**config.mk**
```make
export PLATFORM = sky130hd
export DESIGN_NAME = fpu_out_arb
export DESIGN_NICKNAME = d
export VERILOG_FILES = /design/src/rtl/fpu_out_pkg.sv /design/src/rtl/fpu_out_fifo.sv /design/src/rtl/fpu_out_arb.sv
export SDC_FILE = /design/constraint.sdc
export NUM_CORES = 1
export LEC_CHECK = 0
export BUFFER_PORTS_ARGS = -buffer_cell sky130_fd_sc_hd__buf_2
export CELL_PAD_IN_SITES_DETAIL_PLACEMENT = 1
export CELL_PAD_IN_SITES_GLOBAL_PLACEMENT = 1
export CORE_ASPECT_RATIO = 1.5
export CORE_UTILIZATION = 50
export CTS_BUF_LIST = sky130_fd_sc_hd__clkbuf_4 sky130_fd_sc_hd__clkbuf_8 sky130_fd_sc_hd__clkbuf_16
export CTS_CLUSTER_DIAMETER = 60
export CTS_CLUSTER_SIZE = 10
export DETAILED_ROUTE_END_ITERATION = 7
export PLACE_DENSITY_LB_ADDON = 0.1
export SLEW_MARGIN = 40
export SYNTH_ARGS = -nofsm -noshare
export SYNTH_HDL_FRONTEND = slang
export SYNTH_SLANG_ARGS = --single-unit
```
**constraint.sdc**
```tcl
create_clock -name rclk -period 12.5 [get_ports rclk]
set_clock_uncertainty 0.05 [all_clocks]
set_input_delay 0.625 -clock rclk [delete_from_list [all_inputs] [get_ports rclk]]
set_output_delay 0.625 -clock rclk [all_outputs]
set_load 0.01 [all_outputs]
```
**src/rtl/fpu_out_pkg.sv**
```systemverilog
// fpu_out_pkg: shared field positions, defaults and
// sizing helpers for the FPU CPX output arbiter.
package fpu_out_pkg;

  localparam int NDEST_DEF = 8;
  localparam int DW_DEF    = 145;

  // ID = {dest one-hot, thread[1:0]}
  localparam int THR_LSB  = 0;
  localparam int THR_W    = 2;
  localparam int DEST_LSB = THR_LSB + THR_W;

  function automatic int dest_msb(input int ndest);
    return DEST_LSB + ndest - 1;
  endfunction

  function automatic int cred_w(input int credits);
    return $clog2(credits + 1);
  endfunction

endpackage

```
**src/rtl/fpu_out_fifo.sv**
```systemverilog
// fpu_out_fifo: small synchronous FIFO holding one pipe's
// {id, payload} results until the arbiter grants them.
module fpu_out_fifo #(
  parameter int DEPTH = 2,
  parameter int W     = 8
) (
  input  logic         clk,
  input  logic         rst,
  input  logic         push,
  input  logic         pop,
  input  logic [W-1:0] wdata,
  output logic [W-1:0] rdata,
  output logic         full,
  output logic         empty
);

  localparam int AW = $clog2(DEPTH);

  logic [W-1:0]  mem [DEPTH];
  logic [AW-1:0] wp;
  logic [AW-1:0] rp;
  logic [AW:0]   cnt;

  assign rdata = mem[rp];
  assign full  = (cnt == (AW+1)'(DEPTH));
  assign empty = (cnt == '0);

  always_ff @(posedge clk) begin
    if (push) begin
      mem[wp] <= wdata;
    end
  end

  always_ff @(posedge clk) begin
    if (rst) begin
      wp  <= '0;
      rp  <= '0;
      cnt <= '0;
    end else begin
      if (push) wp <= wp + 1'b1;
      if (pop)  rp <= rp + 1'b1;
      unique case ({push, pop})
        2'b10:   cnt <= cnt + 1'b1;
        2'b01:   cnt <= cnt - 1'b1;
        default: cnt <= cnt;
      endcase
    end
  end

endmodule

```
**src/rtl/fpu_out_arb.sv**
```systemverilog
// fpu_out_arb: per-pipe result FIFOs, RR/fixed arbiter,
// CPX credit counter and registered cq/ca output stages.
module fpu_out_arb
  import fpu_out_pkg::*;
#(
  parameter int NPIPE   = 3,
  parameter int NDEST   = NDEST_DEF,
  parameter int DW      = DW_DEF,
  parameter int IDW     = NDEST + 2,
  parameter int DEPTH   = 2,
  parameter int CREDITS = 2
) (
  input  logic                 rclk,
  input  logic                 grst,
  input  logic [NPIPE-1:0]     pipe_vld,
  input  logic [NPIPE*IDW-1:0] pipe_id,
  input  logic [NPIPE*DW-1:0]  pipe_data,
  output logic [NPIPE-1:0]     pipe_rdy,
  input  logic                 prio_mode,
  input  logic                 cpx_credit_ret,
  output logic [NDEST-1:0]     fp_cpx_req_cq,
  output logic [DW-1:0]        fp_cpx_data_ca,
  output logic [NPIPE-1:0]     dest_rdy,
  output logic [1:0]           req_thread,
  output logic                 credit_err
);

  localparam int EW   = IDW + DW;
  localparam int CW   = cred_w(CREDITS);
  localparam int PW   = (NPIPE > 1) ? $clog2(NPIPE) : 1;
  localparam int DMSB = dest_msb(NDEST);

  logic [EW-1:0]    head [NPIPE];
  logic [NPIPE-1:0] full;
  logic [NPIPE-1:0] empty;
  logic [NPIPE-1:0] elig;
  logic [NPIPE-1:0] gnt;
  logic [CW-1:0]    cred;
  logic [PW-1:0]    ptr;
  logic [PW-1:0]    win;
  logic [PW-1:0]    idx;
  logic [EW-1:0]    sel;
  logic [DW-1:0]    data_s1;
  logic             any;

  assign pipe_rdy = grst ? '0 : ~full;
  assign elig     = (cred != '0) ? ~empty : '0;
  assign any      = |gnt;

  for (genvar i = 0; i < NPIPE; i++) begin : g_fifo
    fpu_out_fifo #(
      .DEPTH (DEPTH),
      .W     (EW)
    ) u_fifo (
      .clk   (rclk),
      .rst   (grst),
      .push  (pipe_vld[i] & pipe_rdy[i]),
      .pop   (gnt[i]),
      .wdata ({pipe_id[i*IDW +: IDW],
               pipe_data[i*DW +: DW]}),
      .rdata (head[i]),
      .full  (full[i]),
      .empty (empty[i])
    );
  end

  // scan from far to near so the nearest eligible pipe wins
  always_comb begin
    gnt = '0;
    win = '0;
    idx = '0;
    if (prio_mode) begin
      for (int i = NPIPE - 1; i >= 0; i--) begin
        if (elig[i]) begin
          gnt    = '0;
          gnt[i] = 1'b1;
          win    = PW'(i);
        end
      end
    end else begin
      for (int k = NPIPE; k >= 1; k--) begin
        idx = PW'((int'(ptr) + k) % NPIPE);
        if (elig[idx]) begin
          gnt      = '0;
          gnt[idx] = 1'b1;
          win      = idx;
        end
      end
    end
  end

  always_comb begin
    sel = '0;
    for (int i = 0; i < NPIPE; i++) begin
      if (gnt[i]) sel = head[i];
    end
  end

  always_ff @(posedge rclk) begin
    if (grst) begin
      cred           <= CW'(CREDITS);
      ptr            <= PW'(NPIPE - 1);
      credit_err     <= 1'b0;
      fp_cpx_req_cq  <= '0;
      dest_rdy       <= '0;
      req_thread     <= '0;
      data_s1        <= '0;
      fp_cpx_data_ca <= '0;
    end else begin
      fp_cpx_req_cq  <= sel[DW+DMSB : DW+DEST_LSB];
      req_thread     <= sel[DW+THR_LSB +: THR_W];
      dest_rdy       <= gnt;
      data_s1        <= sel[DW-1:0];
      fp_cpx_data_ca <= data_s1;
      if (any && !prio_mode) ptr <= win;
      if (any && !cpx_credit_ret) begin
        cred <= cred - 1'b1;
      end else if (!any && cpx_credit_ret) begin
        if (cred == CW'(CREDITS)) credit_err <= 1'b1;
        else                      cred <= cred + 1'b1;
      end
    end
  end

endmodule

```
=== Yosys cells after proc, flatten, opt, wreduce, memory -nomap -nowiden ===
Memories as Yosys holds them, arrays and structs flattened. A register that Yosys moved wholly into a read port is not among the register bits.
Cells that the tools add are included.
W data, S select, Z words.

* Register bits after elaboration: 320
* Output and inout bits: 162
* Bits in writable memories: 930
* Memories: 3

* Equal/unequal tests: 11
* Div/mod/pow operators: 3
* Add/sub/neg operators: 17
* Reduce and logical (&&, ||, !) cells: 20
* Mux-type cells: 49
* Order comparisons: 6
* Bitwise gates (word level): 6

{| class="wikitable"
|+ Memories
! name !! depth !! bits a word !! read ports !! clocked after memory_dff !! write ports !! line !! RTL
|-
| g_fifo[0].u_fifo.mem || 2 || 155 || 1 || 1 || 1 || fpu_out_fifo.sv:19 || <nowiki>logic [W-1:0] mem [DEPTH];</nowiki>
|-
| g_fifo[1].u_fifo.mem || 2 || 155 || 1 || 1 || 1 || fpu_out_fifo.sv:19 ||
|-
| g_fifo[2].u_fifo.mem || 2 || 155 || 1 || 1 || 1 || fpu_out_fifo.sv:19 ||
|}

{| class="wikitable"
|+ Operators by type and width
! kind !! number
|-
| $mux W155 || 3
|-
| $mod A32 B3 Y32 const B || 3
|-
| $mux W3 || 9
|-
| $mux W2 || 10
|-
| $mux W1 || 18
|-
| $eq A2 B2 Y1 const B || 7
|-
| $pmux W2 S2 || 3
|-
| $reduce_bool A2 Y1 || 5
|-
| $lt A2 B3 Y1 const B || 3
|-
| $add A2 B1 Y2 const B || 4
|-
| $sub A2 B1 Y2 const B || 4
|-
| $add A1 B1 Y1 const B || 6
|-
| $add A2 B2 Y3 const B || 2
|-
| $bmux W1 S2 || 3
|-
| $demux W1 S2 || 3
|-
| $eq A2 B1 Y1 const B || 3
|-
| $ge A2 B1 Y1 const B || 3
|-
| $logic_and A1 B1 Y1 || 6
|-
| $logic_not A2 Y1 || 3
|-
| $not A3 Y3 || 2
|-
| $add A2 B1 Y3 const B || 1
|-
| $and A1 B1 Y1 || 3
|-
| $logic_not A1 Y1 || 3
|-
| $reduce_and A3 Y1 || 1
|-
| other kinds (4) || 4
|}

=== Depth between registers and ports, before layout ===
* Depth after elaboration: 15
* Depth in mapped cells: 15

=== By module ===
A second synthesis with hierarchy kept.

* Cell total of the unflattened synthesis: 2590
* Area total of the unflattened synthesis: 45198.3 um^2

{| class="wikitable"
|+ By module, submodules not included
! module !! cells each !! area each (um^2) !! sequential area each (um^2) !! times used
|-
| fpu_out_fifo || 504 || 11382.2 || 9409.0 || 3
|-
| fpu_out_arb || 1078 || 11051.8 || 6165.9 || 1
|}

=== Least setup slack after synthesis ===
Ideal clock, no wire load.

* Path kind: input -> register
* Start: input port grst
* End: memory g_fifo[2].u_fifo.mem[0][0] (netlist bit) (enable)
* Arrival: 7.694 ns
* Path slack: 4.084 ns
* Cell stages on the path: 4
* Path buffers: 1
* Cells stage by stage: clkbuf_1 a21oi_1 nand2_1 nor2_1

* Longest elaborated chain between the ends: 4

{| class="wikitable"
|+ Ends and longest elaborated chain
! element !! line !! RTL
|-
| from (decl) || fpu_out_arb.sv:14 || <nowiki>input logic grst,</nowiki>
|-
| $mux W3 || fpu_out_arb.sv:46 || <nowiki>assign pipe_rdy = grst ? '0 : ~full;</nowiki>
|-
| via pipe_rdy[2] || fpu_out_arb.sv:18 || <nowiki>output logic [NPIPE-1:0] pipe_rdy,</nowiki>
|-
| $and A1 B1 Y1 || fpu_out_arb.sv:57 || <nowiki>.push (pipe_vld[i] & pipe_rdy[i]),</nowiki>
|-
| $mux W1 || fpu_out_fifo.sv:29 || <nowiki>if (push) begin</nowiki>
|-
| $mux W1 (not written as such) || fpu_out_fifo.sv:30 || <nowiki>mem[wp] <= wdata;</nowiki>
|-
| to (decl) || fpu_out_fifo.sv:19 ||
|}

The timed path passes the listed nets, and every way through them passes these cells.

=== Final worst setup path ===
* Start: register ptr[0]
* End: register fp_cpx_req_cq[1]

* Longest elaborated chain between the ends: 13
* Elaborated cells on any way between the ends: 34
* Those cells by class: add/sub: 3; div: 3; order compare: 6; mux: 19; reduce/logical: 3

{| class="wikitable"
|+ Ends and longest elaborated chain
! element !! line !! RTL
|-
| from (decl) || fpu_out_arb.sv:39 || <nowiki>logic [PW-1:0] ptr;</nowiki>
|-
| from (signal assigned) || fpu_out_arb.sv:102 || <nowiki>ptr <= PW'(NPIPE - 1);</nowiki>
|-
| from (signal assigned) || fpu_out_arb.sv:115 || <nowiki>if (any && !prio_mode) ptr <= win;</nowiki>
|-
| $add A2 B2 Y3 || fpu_out_arb.sv:82 || <nowiki>idx = PW'((int'(ptr) + k) % NPIPE);</nowiki>
|-
| $mod A32 B3 Y32 || fpu_out_arb.sv:82 ||
|-
| $lt A2 B3 Y1 (not written as such) or $ge A2 B1 Y1 (tied branches) || fpu_out_arb.sv:85 || <nowiki>gnt[idx] = 1'b1;</nowiki>
|-
| $logic_and A1 B1 Y1 (not written as such) || fpu_out_arb.sv:85 ||
|-
| $mux W1 (not written as such) || fpu_out_arb.sv:85 ||
|-
| $demux W1 S2 || fpu_out_arb.sv:85 ||
|-
| $mux W3 (2 in a row) || fpu_out_arb.sv:83 || <nowiki>if (elig[idx]) begin</nowiki>
|-
| $mux W3 (*) || fpu_out_arb.sv:83 ||
|-
| $mux W3 (*) || fpu_out_arb.sv:72 || <nowiki>if (prio_mode) begin</nowiki>
|-
| $mux W155 (2 in a row) || fpu_out_arb.sv:95 || <nowiki>if (gnt[i]) sel = head[i];</nowiki>
|-
| $mux W155 (*) || fpu_out_arb.sv:95 ||
|-
| to (signal assigned) || fpu_out_arb.sv:110 || <nowiki>fp_cpx_req_cq <= sel[DW+DMSB : DW+DEST_LSB];</nowiki>
|-
| to (decl) || fpu_out_arb.sv:21 || <nowiki>output logic [NDEST-1:0] fp_cpx_req_cq,</nowiki>
|}

Mark *: on every way between the ends. The rest lies on a longest branch, timed or not. The select of a mux whose other input is x is not followed.
A chain may end at the register's enable or synchronous reset.

==> key figures <==
Synth
  – Syn Inst Count: around 2600
  – Top post-synthesis cells by area: edfxtp_1 60%, dfxtp_1 14%, mux2i_1 6.7%
  – Distinct cells, synth: 56
  – Dominant synthesized flop cell: edfxtp_1
  – Netlist Area Pre-Place: approximately 0.046 mm²
  – Area leader, netlist: edfxtp_1
  – Register area share after synthesis: between 70 and 80%
  – Yosys warns: 0
  – Syn nets: between 3000 and 4000
  – Synthesized flop and latch total: 1253
  – Post-synth EDFFs: between 900 and 1000
  – Fraction of registers with async set/reset: 0%
  – Top-area cell type share of the netlist area: between 60% and 70%
  – Avg Inst Size Synth: between 15 and 20 µm²

Detailed routing
  – WL final: approximately 140 mm
  – DR WL/cell: 27.6 µm
  – First drt pass iteration count: 7
  – Drt drc: 0
  – Initial drt markers: 1730
  – Routed vias: 28200
  – DR vias/cell: around 5.6
  – Post-route ant nets: 0

Finish
  – FILL cells: slightly above 8000
  – Post-layout util: about two thirds
  – Net count, final: between 4000 and 5000
  – Post-route cell area: 0.0596 mm²
  – Register area: 0.0344 mm²
  – Most common cell after layout, fill and taps aside: edfxtp_1
  – Layout cell share with drive strength beyond 1: about a third
  – Area Overhead vs Synth: 28.5%
  – Multi-input gate area: between 0.01 and 0.015 mm²
  – Commonest cells after routing, fill and taps aside: 930 x edfxtp_1, 632 x buf_2, 425 x dlygate4sd3_1, 320 x dfxtp_1, 312 x mux2i_1

Power and ir drop
  – Pwr Density: approximately 210 mW/mm²
  – Static leakage: around 0.021 µW
  – Clk pwr share: about a third
  – Switching share of power: about 30%
  – Sequential share of power: between 40% and 50%
  – VDD IR max: 208 µV
  – Internal cell power: 8700 µW
  – Switching Power: 3870 µW
  – Logic gate share of total power: 27.1%

Clock tree
  – Clk_lat worst skew: between 0.7 and 0.8 ns
  – CTS resizes: 0
  – Clock buffer depth: 3
  – Clock buffer count from CTS: between 100 and 150
  – # clock sinks: 1253
  – CTS Root Cell: clkbuf_16
  – CTS tree: done
  – H-tree depth: 4
  – Post-CTS Setup Repair Bufs: 0
  – Clock transition at path regs: roughly 0.06 ns

Timing
  – Slew headroom: 42.8%
  – Post-Route Setup TNS: 0 ns
  – Worst slew pin tran: approximately 0.86 ns
  – Fin crit share: around 40%
  – Setup WS post-layout: around 7.5 ns
  – Final hold violations: 0
  – Final Max Tran Viols: 0
  – RSZ-0062 raised after global routing: false
  – Max frequency: ~0.2 GHz
  – Setup-failing EPs final: 0
  – Fin crit period: between 5 and 6 ns

Critical path
  – Crit path max fanout: 82
  – Worst path cell trace: inv_1 > ha_1 > nor2b_1 > a221oi_1 > o31ai_1 > o211ai_1 > buf_12 > buf_16 > buf_12 > buf_16 > a311oi_1 > a211oi_1
  – R2r startpoint: ptr[0]$_SDFFE_PP0P_
  – Setup crit end kind: flip-flop
  – CP Buf/Inv Count: 5
  – Arr. time, crit path: roughly 5.6 ns
  – Req. time, crit path: about 13 ns
  – Crit-path max cell delay: about 0.55 ns
  – Crit path launch type: flip-flop
  – Reg-to-reg slack, setup: about 7.5 ns
  – Critical path's slowest cell: ha_1
  – Cells on worst reg2reg path: 12
  – Worst path top cell family by delay: buffers and inverters
  – R2R Path End: fp_cpx_req_cq[1]$_SDFF_PP0_
  – WS Path Type: reg2reg

Floorplan
  – Full die area: roughly 0.094 mm²
  – Chip height: 375 µm
  – Core area: 0.0917 mm²
  – Initial Utilization: roughly half
  – Cell row count: around 140
  – Io pins: around 630
  – Die width: about 250 µm

Min path
  – Hold Path Class: in2reg
  – Worst Hold End: g_fifo[0].u_fifo.mem[0][71]$_DFFE_PP_
  – HP Start: pipe_data[71]
  – Hold Path Depth: 1

Global route
  – Total GRT Usage: 29.2%
  – Vias in the first global route: approximately 31000
  – Grt total ovfl: 0
  – Initial antenna violation count: 36
  – Largest net degree at the start of global routing: 99
  – First-pass GRT wire length: roughly 200 mm

Place
  – DP Worst Slack: 7.80 ns
  – GPL Wtd Cong: approximately 0.83
  – HPWL Detailed: around 79 mm
  – Placed Instance Area: 0.0507 mm²
  – Port Buffer Count: ~630

Flow run
  – Max-Cap Viols: 0

Run status
  – Outcome: complete, no violations
-- repair_timing --
| action | 4_1_cts | 5_1_grt |
|---|---|---|
| hold buffers | 425 | 0 |
| endpoints found under the hold margin | 846 | 0 |
| setup endpoints to repair | 0 | 0 |
-- cells by family (layout without fill, tap and decap cells) --
| kind of cell | count (synthesis) | after routing | share of synthesized area (%) |
|---|---|---|---|
| flip-flops | 1253 | 1253 | 74.1 |
| buffers and inverters | 191 | 1368 | 2.21 |
| AO/OA/AOI/OAI | 357 | 357 | 8.88 |
| XOR/XNOR | 13 | 13 | 0.245 |
| adder cells (fa/ha/maj) | 9 | 9 | 0.243 |
| AND/OR/NAND/NOR | 356 | 356 | 3.82 |
| multiplexers | 467 | 467 | 10.5 |
| other | 0 | 23 | 0 |
-- state kept, by name (all words and copies together) (netlist names), 3 cells and up, named ones only --
register	flops
fp_cpx_data_ca	145
data_s1	145
g_fifo.u_fifo.cnt	6
g_fifo.u_fifo.rp	3
fp_cpx_req_cq	8
dest_rdy	3
g_fifo.u_fifo.wp	3
g_fifo.u_fifo.mem	930
-- worst reg2reg max path, delay by kind of cell (launching register included) --
kind	cells	cell delay, ns
and+or+nand+nor	1	0.19
adders and majority gates	1	0.55
DFF	1	0.36
buffers and inverters	5	2.02
AOI/OAI and AO/OA	5	1.75
-- through the flow --
step | cells | hold slack (ns) | power, µW
floorplan | 2646 | 0.364 | 7620
global placement | 4307 | 0.368 | 8190
detailed placement | 4315 | 0.373 | 8400
CTS | 4994 | 0.00126 | 12500
global route | 5012 | 0.00977 | 13000
finish | 5019 | 0.0393 | 12600
-- power by group through the flow --
stage / combinational [µW] / clock, µW / sequential (µW)
after floorplan: 2450 / 0 / 5170
final: 3410 / 4050 / 5110
after global placement: 3000 / 0 / 5180
after global routing: 3600 / 4270 / 5140
after detailed placement: 3220 / 0 / 5180
after CTS: 3360 / 4080 / 5100
-- cells in the mapped netlist, types with 3 or more instances --
| master | number |
|---|---|
| a211oi_1 | 45 |
| a211oi_2 | 110 |
| a21oi_1 | 9 |
| a311oi_1 | 45 |
| a311oi_2 | 110 |
| and3_1 | 3 |
| buf_2 | 52 |
| buf_4 | 20 |
| buf_6 | 5 |
| buf_8 | 10 |
| clkbuf_1 | 91 |
| dfxtp_1 | 323 |
| edfxtp_1 | 930 |
| ha_1 | 9 |
| inv_1 | 9 |
| mux2_2 | 155 |
| mux2i_1 | 312 |
| nand2_1 | 8 |
| nor2_1 | 176 |
| nor2b_1 | 153 |
| nor3_1 | 3 |
| o211ai_1 | 5 |
| o21ai_0 | 6 |
| o22a_1 | 3 |
| or3_1 | 5 |
| xnor2_1 | 6 |
| xor2_1 | 7 |
-- cell type report --
type | count | share of cell area [%]
clock buffers | 241 | 7.35
well taps | 1173 | 2.46
inverters | 11 | 0.0693
flip-flops and latches | 1253 | 57.7
multi-input cells | 1202 | 18.5
diodes | 23 | 0.0965
clock inverters | 13 | 0.269
repair buffers | 1103 | 13.5
-- worst max path at each step --
stage | end | startpoint | depth (start not counted) | slack (ns)
finish | fp_cpx_req_cq[1]$_SDFF_PP0_ | ptr[0]$_SDFFE_PP0P_ | 12 | 7.48
global route | fp_cpx_req_cq[1]$_SDFF_PP0_ | ptr[0]$_SDFFE_PP0P_ | 12 | 7.35
CTS | fp_cpx_req_cq[1]$_SDFF_PP0_ | ptr[0]$_SDFFE_PP0P_ | 12 | 7.65
detailed placement | data_s1[0]$_SDFF_PP0_ | ptr[0]$_SDFFE_PP0P_ | 12 | 7.80
global placement | data_s1[91]$_SDFF_PP0_ | ptr[0]$_SDFFE_PP0P_ | 10 | 8.30
floorplan | g_fifo[2].u_fifo.mem[0][0]$_DFFE_PP_ | grst | 4 | 4.08
-- routing by layer --
metal / vias to the layer above / GRT usage [%] / part of all wire [%]
li1: 12400 / - / -
met1: 14500 / 34.6 / 39
met2: 1036 / 51.5 / 52
met3: 286 / 6.00 / 5.7
met4: 36 / 11.6 / 3.5
met5: - / 0 / 0.16
(Power assumes the default switching activity.)
